**src/rtl/bicubic_rgb_sched_pkg.sv**
```systemverilog
// Shared types and constants for the RGB bicubic pass scheduler.
package bicubic_rgb_sched_pkg;

  localparam int CHANNEL_WIDTH = 8;
  localparam int NPIX          = 16;
  localparam int PIX_WIDTH     = 3 * CHANNEL_WIDTH;
  localparam int WIN_WIDTH     = NPIX * PIX_WIDTH;
  localparam int POS_WIDTH     = 4;

  typedef enum logic [1:0] {
    ST_IDLE   = 2'd0,
    ST_PASS_R = 2'd1,
    ST_PASS_G = 2'd2,
    ST_PASS_B = 2'd3
  } state_t;

  typedef enum logic [1:0] {
    CH_R = 2'd0,
    CH_G = 2'd1,
    CH_B = 2'd2
  } chan_t;

  // Pixel layout is {R, G, B}, R in the top byte.
  function automatic logic [CHANNEL_WIDTH-1:0] chan_of(
    input logic [PIX_WIDTH-1:0] px,
    input chan_t                ch
  );
    logic [CHANNEL_WIDTH-1:0] v;
    case (ch)
      CH_R:    v = px[23:16];
      CH_G:    v = px[15:8];
      default: v = px[7:0];
    endcase
    return v;
  endfunction

endpackage

```
**src/rtl/bicubic_rgb_sched_chan_buf.sv**
```systemverilog
// 16-entry channel result buffer: synchronous write, combinational read.
module bicubic_chan_buf
  import bicubic_rgb_sched_pkg::*;
(
  input  logic                     clk,
  input  logic                     rst_n,
  input  logic                     i_wen,
  input  logic [POS_WIDTH-1:0]     i_waddr,
  input  logic [CHANNEL_WIDTH-1:0] i_wdata,
  input  logic [POS_WIDTH-1:0]     i_raddr,
  output logic [CHANNEL_WIDTH-1:0] o_rdata
);

  logic [CHANNEL_WIDTH-1:0] r_mem [NPIX];

  // Storage: cleared on reset so a discarded window leaves no stale results.
  always_ff @(posedge clk or negedge rst_n) begin
    if (!rst_n) begin
      for (int i = 0; i < NPIX; i++) begin
        r_mem[i] <= '0;
      end
    end else if (i_wen) begin
      r_mem[i_waddr] <= i_wdata;
    end
  end

  assign o_rdata = r_mem[i_raddr];

endmodule

```
**src/rtl/bicubic_rgb_sched.sv**
```systemverilog
// Time-shares one single-channel bicubic core over R, G and B of a 4x4
// window; R and G results are buffered and merged with the live B result.
module bicubic_rgb_sched
  import bicubic_rgb_sched_pkg::*;
(
  input  logic                     clk,
  input  logic                     rst_n,
  input  logic                     win_valid,
  output logic                     win_ready,
  input  logic [WIN_WIDTH-1:0]     win_data,
  output logic                     sched_req_valid,
  input  logic                     core_req_ready,
  output logic [CHANNEL_WIDTH-1:0] sched_p1,
  output logic [CHANNEL_WIDTH-1:0] sched_p2,
  output logic [CHANNEL_WIDTH-1:0] sched_p3,
  output logic [CHANNEL_WIDTH-1:0] sched_p4,
  output logic [CHANNEL_WIDTH-1:0] sched_p5,
  output logic [CHANNEL_WIDTH-1:0] sched_p6,
  output logic [CHANNEL_WIDTH-1:0] sched_p7,
  output logic [CHANNEL_WIDTH-1:0] sched_p8,
  output logic [CHANNEL_WIDTH-1:0] sched_p9,
  output logic [CHANNEL_WIDTH-1:0] sched_p10,
  output logic [CHANNEL_WIDTH-1:0] sched_p11,
  output logic [CHANNEL_WIDTH-1:0] sched_p12,
  output logic [CHANNEL_WIDTH-1:0] sched_p13,
  output logic [CHANNEL_WIDTH-1:0] sched_p14,
  output logic [CHANNEL_WIDTH-1:0] sched_p15,
  output logic [CHANNEL_WIDTH-1:0] sched_p16,
  input  logic                     core_rsp_valid,
  input  logic [CHANNEL_WIDTH-1:0] core_rsp_data,
  output logic                     sched_rsp_ready,
  output logic                     out_valid,
  input  logic                     out_ready,
  output logic [PIX_WIDTH-1:0]     out_data,
  output logic [POS_WIDTH-1:0]     out_pos,
  output logic                     out_last
);

  state_t                   r_state;
  logic [POS_WIDTH-1:0]     r_pos;
  logic [WIN_WIDTH-1:0]     r_win;
  logic                     r_win_ready;
  logic                     r_req_valid;

  chan_t                    w_ch;
  logic [CHANNEL_WIDTH-1:0] w_sel [NPIX];
  logic                     w_rsp_hs;
  logic                     w_last_pos;
  logic [CHANNEL_WIDTH-1:0] w_rbuf_rd;
  logic [CHANNEL_WIDTH-1:0] w_gbuf_rd;
  logic                     w_unused;

  // The core only advances on a result handshake, so r_pos already tracks
  // its state index; its ready flag carries no extra information here.
  assign w_unused   = core_req_ready;

  assign w_rsp_hs   = core_rsp_valid & sched_rsp_ready;
  assign w_last_pos = (r_pos == POS_WIDTH'(NPIX - 1));

  assign win_ready       = r_win_ready;
  assign sched_req_valid = r_req_valid;

  // Channel presented to the core follows the current pass.
  always_comb begin
    w_ch = CH_R;
    case (r_state)
      ST_PASS_G: w_ch = CH_G;
      ST_PASS_B: w_ch = CH_B;
      default:   w_ch = CH_R;
    endcase
  end

  for (genvar k = 0; k < NPIX; k++) begin : g_sel
    assign w_sel[k] = chan_of(r_win[k*PIX_WIDTH +: PIX_WIDTH], w_ch);
  end

  assign sched_p1  = w_sel[0];
  assign sched_p2  = w_sel[1];
  assign sched_p3  = w_sel[2];
  assign sched_p4  = w_sel[3];
  assign sched_p5  = w_sel[4];
  assign sched_p6  = w_sel[5];
  assign sched_p7  = w_sel[6];
  assign sched_p8  = w_sel[7];
  assign sched_p9  = w_sel[8];
  assign sched_p10 = w_sel[9];
  assign sched_p11 = w_sel[10];
  assign sched_p12 = w_sel[11];
  assign sched_p13 = w_sel[12];
  assign sched_p14 = w_sel[13];
  assign sched_p15 = w_sel[14];
  assign sched_p16 = w_sel[15];

  bicubic_chan_buf u_rbuf (
    .clk     (clk),
    .rst_n   (rst_n),
    .i_wen   (w_rsp_hs && (r_state == ST_PASS_R)),
    .i_waddr (r_pos),
    .i_wdata (core_rsp_data),
    .i_raddr (r_pos),
    .o_rdata (w_rbuf_rd)
  );

  bicubic_chan_buf u_gbuf (
    .clk     (clk),
    .rst_n   (rst_n),
    .i_wen   (w_rsp_hs && (r_state == ST_PASS_G)),
    .i_waddr (r_pos),
    .i_wdata (core_rsp_data),
    .i_raddr (r_pos),
    .o_rdata (w_gbuf_rd)
  );

  // Pass sequencer: window latch, result counter and registered handshake flags.
  always_ff @(posedge clk or negedge rst_n) begin
    if (!rst_n) begin
      r_state     <= ST_IDLE;
      r_pos       <= '0;
      r_win       <= '0;
      r_win_ready <= 1'b1;
      r_req_valid <= 1'b0;
    end else begin
      case (r_state)
        ST_IDLE: begin
          if (win_valid) begin
            r_win       <= win_data;
            r_pos       <= '0;
            r_state     <= ST_PASS_R;
            r_win_ready <= 1'b0;
            r_req_valid <= 1'b1;
          end
        end
        ST_PASS_R: begin
          if (w_rsp_hs) begin
            r_pos <= r_pos + 1'b1;
            if (w_last_pos) r_state <= ST_PASS_G;
          end
        end
        ST_PASS_G: begin
          if (w_rsp_hs) begin
            r_pos <= r_pos + 1'b1;
            if (w_last_pos) r_state <= ST_PASS_B;
          end
        end
        ST_PASS_B: begin
          if (w_rsp_hs) begin
            r_pos <= r_pos + 1'b1;
            if (w_last_pos) begin
              r_state     <= ST_IDLE;
              r_win_ready <= 1'b1;
              r_req_valid <= 1'b0;
            end
          end
        end
        default: begin
          r_state     <= ST_IDLE;
          r_win_ready <= 1'b1;
          r_req_valid <= 1'b0;
        end
      endcase
    end
  end

  // Result steering: R/G passes always sink the core; the B pass forwards
  // the live result merged with buffered R/G and obeys downstream backpressure.
  always_comb begin
    sched_rsp_ready = 1'b0;
    out_valid       = 1'b0;
    out_data        = '0;
    out_pos         = '0;
    out_last        = 1'b0;
    case (r_state)
      ST_PASS_R, ST_PASS_G: begin
        sched_rsp_ready = 1'b1;
      end
      ST_PASS_B: begin
        sched_rsp_ready = out_ready;
        out_valid       = core_rsp_valid;
        out_data        = {w_rbuf_rd, w_gbuf_rd, core_rsp_data};
        out_pos         = r_pos;
        out_last        = core_rsp_valid & w_last_pos;
      end
      default: ;
    endcase
  end

endmodule

```
**config.mk**
```make
export PLATFORM = sky130hd
export DESIGN_NAME = bicubic_rgb_sched
export DESIGN_NICKNAME = d
export VERILOG_FILES = /design/src/rtl/bicubic_rgb_sched_pkg.sv /design/src/rtl/bicubic_rgb_sched_chan_buf.sv /design/src/rtl/bicubic_rgb_sched.sv
export SDC_FILE = /design/constraint.sdc
export NUM_CORES = 1
export LEC_CHECK = 0
export CORE_MARGIN = 3
export CORE_UTILIZATION = 56
export DETAILED_ROUTE_END_ITERATION = 8
export HOLD_SLACK_MARGIN = 0.05
export PLACE_DENSITY = 0.93
export SYNTH_ARGS = -nofsm -noshare
export SYNTH_HDL_FRONTEND = slang
export SYNTH_HIERARCHICAL = 1
export SYNTH_SLANG_ARGS = --single-unit
```
**constraint.sdc**
```tcl
create_clock -name clk -period 5.1 [get_ports clk]
set_input_delay 1.02 -clock clk [delete_from_list [all_inputs] [get_ports clk]]
set_output_delay 1.02 -clock clk [all_outputs]
set_load 0.01 [all_outputs]
```
Yosys cells after proc, flatten, opt, wreduce, memory -nomap -nowiden
Cells that the tools add are included.
Widths: inputs -> output; s select.
{"block": "totals", "regBits": 648, "in_bits": 398, "out_inout_bits": 161, "wordCells": 119}
{"block": "op_classes", "addsub": 1, "magnitude_cmp": 2, "eq_ne": 13, "n_mux": 51, "bitwise": 3, "reduce_logical": 12}
{"operator": "$bwmux 128", "count": 2}
{"operator": "$pmux 8 s2", "count": 16}
{"operator": "$bmux 8 s4", "count": 2}
{"operator": "$mux 8", "count": 5}
{"operator": "$demux 8 s4", "count": 1}
{"operator": "$mux 24", "count": 1}
{"operator": "$mux 2", "count": 7}
{"operator": "$ne 2x2->1 const B", "count": 7}
{"operator": "$mux 4", "count": 3}
{"operator": "$mux 1", "count": 8}
{"operator": "$pmux 2 s4", "count": 1}
{"operator": "$pmux 4 s2", "count": 1}
{"operator": "$reduce_and 7->1", "count": 1}
{"operator": "$pmux 1 s2", "count": 3}
{"operator": "$ge 5x5->1 const B", "count": 1}
{"operator": "$lt 5x1->1 const B", "count": 1}
{"operator": "$not 4->5", "count": 1}
{"operator": "$add 4x1->4 const B", "count": 1}
{"operator": "$eq 2x1->1 const B", "count": 2}
{"operator": "$eq 2x2->1 const B", "count": 2}
{"operator": "$eq 4x4->1 const B", "count": 1}
{"operator": "$logic_not 2->1", "count": 2}
{"operator": "$pmux 2 s2", "count": 1}
{"operator": "$reduce_and 2->1", "count": 2}
{"operator": "other kinds (7)", "count": 10}

Longest topological paths before layout
Gate-level depths: netlist of the first run.
{"block": "logic_depth", "depth_word": 6, "ltp_mapped": 9, "ltp_nobuf": 8}

Cells and area by module
Netlist of the first run, hierarchy kept.
{"module": "bicubic_rgb_sched", "n_inst": 1, "cells_per_inst": 1342, "area_each_um2": 17234.0, "seq_area_each_um2": 9810.7}
{"module": "bicubic_chan_buf", "n_inst": 2, "cells_per_inst": 365, "area_each_um2": 5915.7, "seq_area_each_um2": 3203.1}

Worst setup path after synthesis of the first run
Ideal clock, no wire load.
{"block": "synth_timing", "path_kind": "reg2out", "start": "register r_pos[0]", "end": "output port out_data[12]", "t_arrival_ns": 1.997, "required_ns": 4.080, "slack_ns": 2.083, "path_stages_with_launch": 7, "path_buffers": 2, "cell_sequence": "dfrtp_1 buf_2 buf_2 mux4_2 a22oi_1 nand2_1 and2_1"}
{"block": "synth_via", "elab_chain_cells": 5}
{"element": "start, declared", "line": "bicubic_rgb_sched.sv:40", "source": "logic [POS_WIDTH-1:0] r_pos;"}
{"element": "start signal, assigned", "line": "bicubic_rgb_sched.sv:135", "source": "r_pos <= r_pos + 1'b1;"}
{"element": "start signal, assigned", "line": "bicubic_rgb_sched.sv:141", "source": "r_pos <= r_pos + 1'b1;"}
{"element": "start signal, assigned", "line": "bicubic_rgb_sched.sv:147", "source": "r_pos <= r_pos + 1'b1;"}
{"element": "$not 4->5 (not written as such)", "line": "bicubic_rgb_sched_chan_buf.sv:27", "source": "assign o_rdata = r_mem[i_raddr];"}
{"element": "$bmux 8 s4", "line": "bicubic_rgb_sched_chan_buf.sv:27"}
{"element": "$mux 8 (not written as such) (2 in series)", "line": "bicubic_rgb_sched_chan_buf.sv:27"}
{"element": "via w_gbuf_rd[4]", "line": "bicubic_rgb_sched.sv:50", "source": "logic [CHANNEL_WIDTH-1:0] w_gbuf_rd;"}
{"element": "$mux 24", "line": "bicubic_rgb_sched.sv:172", "source": "case (r_state)"}
{"element": "end, declared", "line": "bicubic_rgb_sched.sv:34", "source": "output logic [PIX_WIDTH-1:0] out_data,"}
The timed path passes the listed nets, and every way through them passes these cells. The select of a mux whose other input is x is not followed.

Worst setup path in the final report of the first run
Ends and elaborated chain as after synthesis.

==> reports/metrics.csv, run 1 <==
metric,value,unit
Multi-input gate area,0.01217,mm2
setup tns final,0,ps
post-cts resize count,0,
placed cell areas,0.03540,mm2
ratio of cells with drive above 1 in the final layout,34.04,%
largest area contributor in the netlist,dfrtp_1,
die width,233.8,um
core area,0.05068,mm2
DP HPWL,56.13,mm
drt via density,6.112,
routed wire length,84.95,mm
Worst setup SP type,flip-flop,
postcts setup bufs,0,
most frequent cells after synthesis,"647 x dfrtp_1, 624 x mux2_2, 160 x a22oi_1, 152 x nand2_1, 132 x o21ai_0",
Synth area leaders,"dfrtp_1 56%, mux2_2 24%, mux4_2 5.0%, a22oi_1 4.1%, o21ai_0 2.3%",
post-synthesis async set-or-reset flop share,100.0,%
Reg2Reg Setup Slack,1760,ps
Min-Delay Path Class,primary input to async pin,
CTS buffer count,68,
yosys warns,6,
most frequent cell after synthesis,dfrtp_1,
clk_lat worst skew,600,ps
Setup-failing EPs final,0,
Antenna Nets Post-Route,0,
pin count of the biggest net entering global routing,122,
via count,20450,
DIE HEIGHT,233.8,um
"EDFF count, synth",0,
Slew Limit Fails,0,
Rows,82,
Starting Density,57.35,%
dominant synthesized flop cell,dfrtp_1,
Finished Cell Area,0.03772,mm2
Worst-Margin Slew,1175,ps
RSZ-0062 raised after global routing,false,
Worst Path Required,4080,ps
H-tree depth,3,
final core occ,74.42,%
max cap viols,0,
Root Buffer,clkbuf_16,
synthesized area,0.02907,mm2
net count after synthesis,2478,
area grow syn2layout,29.77,%
DRC,0,
WP data arrival,3620,ps
hold buffers post-CTS,0,
Port Buffers,557,
Fill cells,2925,
Setup Skew,21.61,ps
cell count of the worst reg-to-reg path,8,
worst r2r src,r_state[1]$_DFFE_PN0P_,
Clock transition at path regs,60,ps
crit path time final,4638,ps
status,"finished, final reports clean",
fin nets,3007,
gr ovfl total,0,
first-pass GRT wire length,128.2,mm
CP max FO,53,
"Hold Vio Cnt, Final",0,
Leak Pwr,16.19,nW
R2R Path End,u_rbuf/r_mem[118]$_DFFE_PN0P_,
Post-Synthesis Cells,2072,
"Distinct cells, synth",39,
Avg Inst Size Synth,14.03,um2
antenna violations before repair,14,
top-level port count,559,
GRT Overall Usage,30.57,%
Rel. slew slack,21.67,%
DRT iter0 DRCs,1558,
Max clock buf depth,3,
Setup CP Type,flip-flop to output pin,
sequential area share after synthesis,55.79,%
register area,0.01622,mm2
Critical Path Sink Type,output pin,
"flops & latches, synth",648,
post-synth top area share,55.70,%
maximum vdd ir drop,457.8,uV
GPL Wtd Cong,0.9105,
DR pass1 iterations,5,
CTS tree,yes,
PD cells,633.0,mW/mm2
vias in the first global route,22110,
CTS Sinks,648,
final period utilization,90.95,%
drt wl/cell,25.39,um
die area,0.05467,mm2
Fmax,215.6,MHz
-- area by class of cell --
class	count	area share, %
clock inverters	14	0.4810
well taps	672	2.229
flip-flops and latches	648	43.02
inverters	5	0.04976
repair buffers	608	16.31
multi-input cells	1270	32.26
clock buffers	105	5.500
diodes	24	0.1592
-- sequential cells by signal, indices dropped and copies added (netlist names) --
| register | count |
|---|---|
| r_win | 384 |
| u_gbuf/r_mem | 128 |
| u_rbuf/r_mem | 128 |
| r_pos | 4 |
| r_state | 2 |
| sched_req_valid | 1 |
| win_ready | 1 |
-- cells by family (layout without fill, tap and decap cells) --
logic type / after synthesis / count (layout) / synth area share (%)
adder cells (fa/ha/maj): 8 / 8 / 0.3444
AO/OA/AOI/OAI: 303 / 303 / 6.707
AND/OR/NAND/NOR: 252 / 252 / 4.589
flip-flops: 648 / 648 / 55.79
other: 0 / 24 / 0
multiplexers: 707 / 707 / 30.08
buffers and inverters: 154 / 732 / 2.484
-- layer usage --
metal,global-route usage [%],wire length [um],vias up
met3,8.224,6942,282
met5,0,30,-
met1,37.32,31260,10560
met2,49.25,41690,947
met4,17.87,5029,6
li1,-,-,8652
-- stage by stage --
stage          hold slack [ps]  instances  setup slack [ps]  total power, mW
3_3_place_gp             459.9       3203              1069            18.08
6_report                 418.1       3346             461.7            23.87
3_5_place_dp             471.7       3203              1082            18.67
5_1_grt                  473.3       3330             231.3            24.96
4_1_cts                  481.6       3322             401.0            23.89
2_1_floorplan            472.4       2072              2083            14.00
-- report_power, final --
| group | leakage [nW] | total [mW] | switching (mW) | internal (mW) |
|---|---|---|---|---|
| clock | 1.11 | 5.00 | 2.04 | 2.96 |
| sequential | 8.08 | 8.67 | 1.42 | 7.24 |
| combinational | 6.99 | 10.2 | 4.69 | 5.51 |
-- placed cells by master, fill, tap and decap left out, types with 6 or more instances in the layout --
cell and n:
a22oi_1 160, and2_1 32, buf_12 15, buf_4 36
clkbuf_1 17, clkbuf_16 71, clkbuf_8 17, clkdlybuf4s50_1 556
dfrtp_1 645, diode_2 24, ha_1 6, mux2_2 624
mux2_4 17, mux4_2 64, nand2_1 151, nand3_1 6
nor2_1 6, nor2_2 13, nor2b_1 6, nor3_2 6
nor3_4 6, o21ai_0 132
-- worst max-delay path by stage --
stage	endpoint	slack [ps]	depth (start not counted)	startpoint
final	out_data[12]	460	6	r_pos[0]$_DFFE_PN0P_
after global routing	out_data[13]	230	6	r_pos[0]$_DFFE_PN0P_
after CTS	out_data[12]	400	6	r_pos[0]$_DFFE_PN0P_
after detailed placement	out_data[22]	1080	6	r_pos[0]$_DFFE_PN0P_
after global placement	out_data[22]	1070	6	r_pos[0]$_DFFE_PN0P_
after floorplan	out_data[12]	2080	6	r_pos[0]$_DFFE_PN0P_
-- worst max-delay path, cell delays in order (launching register included) --
cell and delay (ps):
dfrtp_4 1050, buf_12 300, mux4_2 560, a22oi_1 230
nand2_1 120, and2_1 190, clkdlybuf4s50_1 480
No activity file was read; power rests on OpenSTA's default activity.
==> run 2, diff against run 1 <==
- ABC_AREA: default -> 1
- CORE_UTILIZATION: 56 -> 57
- PLACE_DENSITY: 0.93 -> 0.94
==> reports/metrics.csv, run 2 <==
metric,value,unit
synthesized area,0.03019,mm2
Rows,83,
"most common cell after layout, fill and taps aside",nand2_1,
"Hold Vio Cnt, Final",0,
sequential area share after synthesis,53.72,%
status,"finished, final reports clean",
DRC,0,
clock power share,22.3,%
combinational share of power,42.9,%
Worst Path Required,4080,ps
DRT iter0 DRCs,3035,
DR pass1 iterations,7,
Setup-failing EPs final,0,
Antenna Nets Post-Route,0,
final period utilization,90.60,%
GPL Wtd Cong,0.9111,
yosys warns,6,
"flops & latches, synth",648,
first-pass GRT wire length,152.0,mm
largest registers,"r_win (384), u_gbuf/r_mem (128), u_rbuf/r_mem (128)",
ratio of cells with drive above 1 in the final layout,15.64,%
switch share,36.53,%
drt wl/cell,23.38,um
worst r2r src,r_state[1]$_DFFE_PN0P_,
Min-Delay Path Class,primary input to async pin,
CTS tree,yes,
DIE HEIGHT,236.1,um
antenna violations before repair,28,
placed cell areas,0.03598,mm2
Setup CP Type,flip-flop to output pin,
Rel. slew slack,21.31,%
crit path time final,4621,ps
vias in the first global route,25960,
Critical Path Sink Type,output pin,
Synth area leaders,"dfrtp_1 54%, mux2_2 14%, nand2_1 9.0%, o21ai_0 5.7%, nand3_1 4.0%",
Finished Cell Area,0.03846,mm2
sw power,8.777,mW
Avg Inst Size Synth,9.760,um2
share of power burned in registers,34.9,%
post-synthesis xor/xnor area fraction,0.02901,%
DP HPWL,66.57,mm
Power Internal,15.25,mW
post-synthesis async set-or-reset flop share,100.0,%
area grow syn2layout,27.40,%
Reg with most FFs,r_win,
Clock transition at path regs,60,ps
hold buffers post-CTS,0,
post-synth top area share,53.64,%
WP data arrival,3600,ps
Compound-Gate Fraction of Synth Area,9.699,%
Post-Synthesis Cells,3093,
post-cts resize count,0,
"Distinct cells, synth",25,
CTS Sinks,648,
Worst-Margin Slew,1179,ps
core area,0.05182,mm2
Setup Skew,13.59,ps
CP max FO,24,
Leak Pwr,17.07,nW
PD cells,624.8,mW/mm2
routed wire length,101.2,mm
Worst Setup SP,r_state[0]$_DFFE_PN0P_,
die width,236.1,um
Fmax,216.4,MHz
adder-cell share of the synthesized area,0.3316,%
Port Buffers,557,
dominant synthesized flop cell,dfrtp_1,
Worst setup SP type,flip-flop,
drt via density,5.972,
maximum vdd ir drop,475.0,uV
largest area contributor in the netlist,dfrtp_1,
most frequent cell after synthesis,nand2_1,
max cap viols,0,
cell count of the worst reg-to-reg path,10,
"EDFF count, synth",0,
net count after synthesis,3499,
max reg flops,384,
Starting Density,58.25,%
Root Buffer,clkbuf_16,
H-tree depth,3,
pin count of the biggest net entering global routing,124,
fin nets,3974,
multiplexer share of the synthesized area,14.32,%
top-level port count,559,
GRT Overall Usage,35.21,%
postcts setup bufs,0,
Synth Area in Simple Gates,13.81,%
setup tns final,0,ps
RSZ-0062 raised after global routing,false,
via count,25840,
gr ovfl total,0,
CTS buffer count,69,
die area,0.05576,mm2
most frequent cells after synthesis,"727 x nand2_1, 647 x dfrtp_1, 384 x mux2_2, 343 x o21ai_0, 318 x inv_1",
combinational family with the most area after synthesis,multiplexers,
clk_lat worst skew,610,ps
Slew Limit Fails,0,
Max clock buf depth,3,
Fill cells,3065,
most frequent cells in the layout,"727 x nand2_1, 645 x dfrtp_1, 556 x clkdlybuf4s50_1",
==> run 2: changes by cell type in the layout (fill, tap and decap cells not counted), sizes merged, moves of 64 or more <==
cell and change:
nand2 +576, inv +310, o21ai +260, mux2 -257, nand3 +233, mux4 -64
==> run 2: power groups by stage <==
stage	logic (mW)	clock network (mW)	registers (mW)
6_report	10.3	5.35	8.37
5_1_grt	10.9	5.58	8.50
4_1_cts	10.2	5.39	8.30
3_5_place_dp	9.95	0	8.30
3_3_place_gp	9.59	0	8.11
2_1_floorplan	5.95	0	7.83
==> run 2: final timing paths <==
check                           slack (ps)                             to
worst max-delay path                   480                    sched_p4[2]
max in group asynchronous             3530  u_gbuf/r_mem[124]$_DFFE_PN0P_
worst max register to register        1960   u_rbuf/r_mem[82]$_DFFE_PN0P_
worst min-delay path                   460         r_win[125]$_DFFE_PN0P_
worst min register to register         480  u_rbuf/r_mem[112]$_DFFE_PN0P_
min in group clk                       480  u_rbuf/r_mem[112]$_DFFE_PN0P_
==> run 2: critical path: stages, from the launching register on <==
cell	delay [ps]
dfrtp_1	460
inv_1	170
ha_1	290
nor2_4	450
buf_4	450
a22oi_1	130
o21ai_0	340
clkdlybuf4s50_1	690
==> run 2: final cells by class <==
| cell class | count | area [um2] | share of cell area (%) |
|---|---|---|---|
| timing repair buffer | 606 | 6136 | 15.95 |
| tap | 680 | 850.8 | 2.212 |
| sequential | 648 | 16220 | 42.18 |
| inverter | 320 | 1201 | 3.123 |
| antenna | 26 | 65.06 | 0.1692 |
| multi-input combinational | 1923 | 11570 | 30.08 |
| clock inverter | 14 | 252.7 | 0.6572 |
| clock buffer | 109 | 2162 | 5.622 |
==> run 2: cells by family (layout without fill, tap and decap cells) <==
family | Yosys count | count (layout)
simple gates | 1009 | 1009
flops | 648 | 648
buf+inv | 522 | 1049
compound gates | 521 | 521
mux | 384 | 384
fa+ha+maj | 8 | 8
xor+xnor | 1 | 1
other cells | 0 | 26
==> run 2: layer usage <==
| layer | share of wire, % | vias up | GRT usage, % |
|---|---|---|---|
| li1 | - | 11170 | - |
| met1 | 34 | 12450 | 40.77 |
| met2 | 46 | 1705 | 56.68 |
| met3 | 11 | 502 | 10.55 |
| met4 | 8.5 | 14 | 23.65 |
| met5 | 0.084 | - | 0 |
==> run 2: per-stage QoR <==
step	hold WS [ps]	utilization, %	instances	worst slack (ps)	power (mW)
global route	482.7	74.17	4318	403.0	25.00
finish	457.5	74.21	4326	479.3	24.03
floorplan	445.1	-	3093	2460	13.79
detailed placement	468.2	69.43	4177	1141	18.26
CTS	463.0	74.09	4300	476.4	23.88
global placement	458.1	69.43	4177	1168	17.71
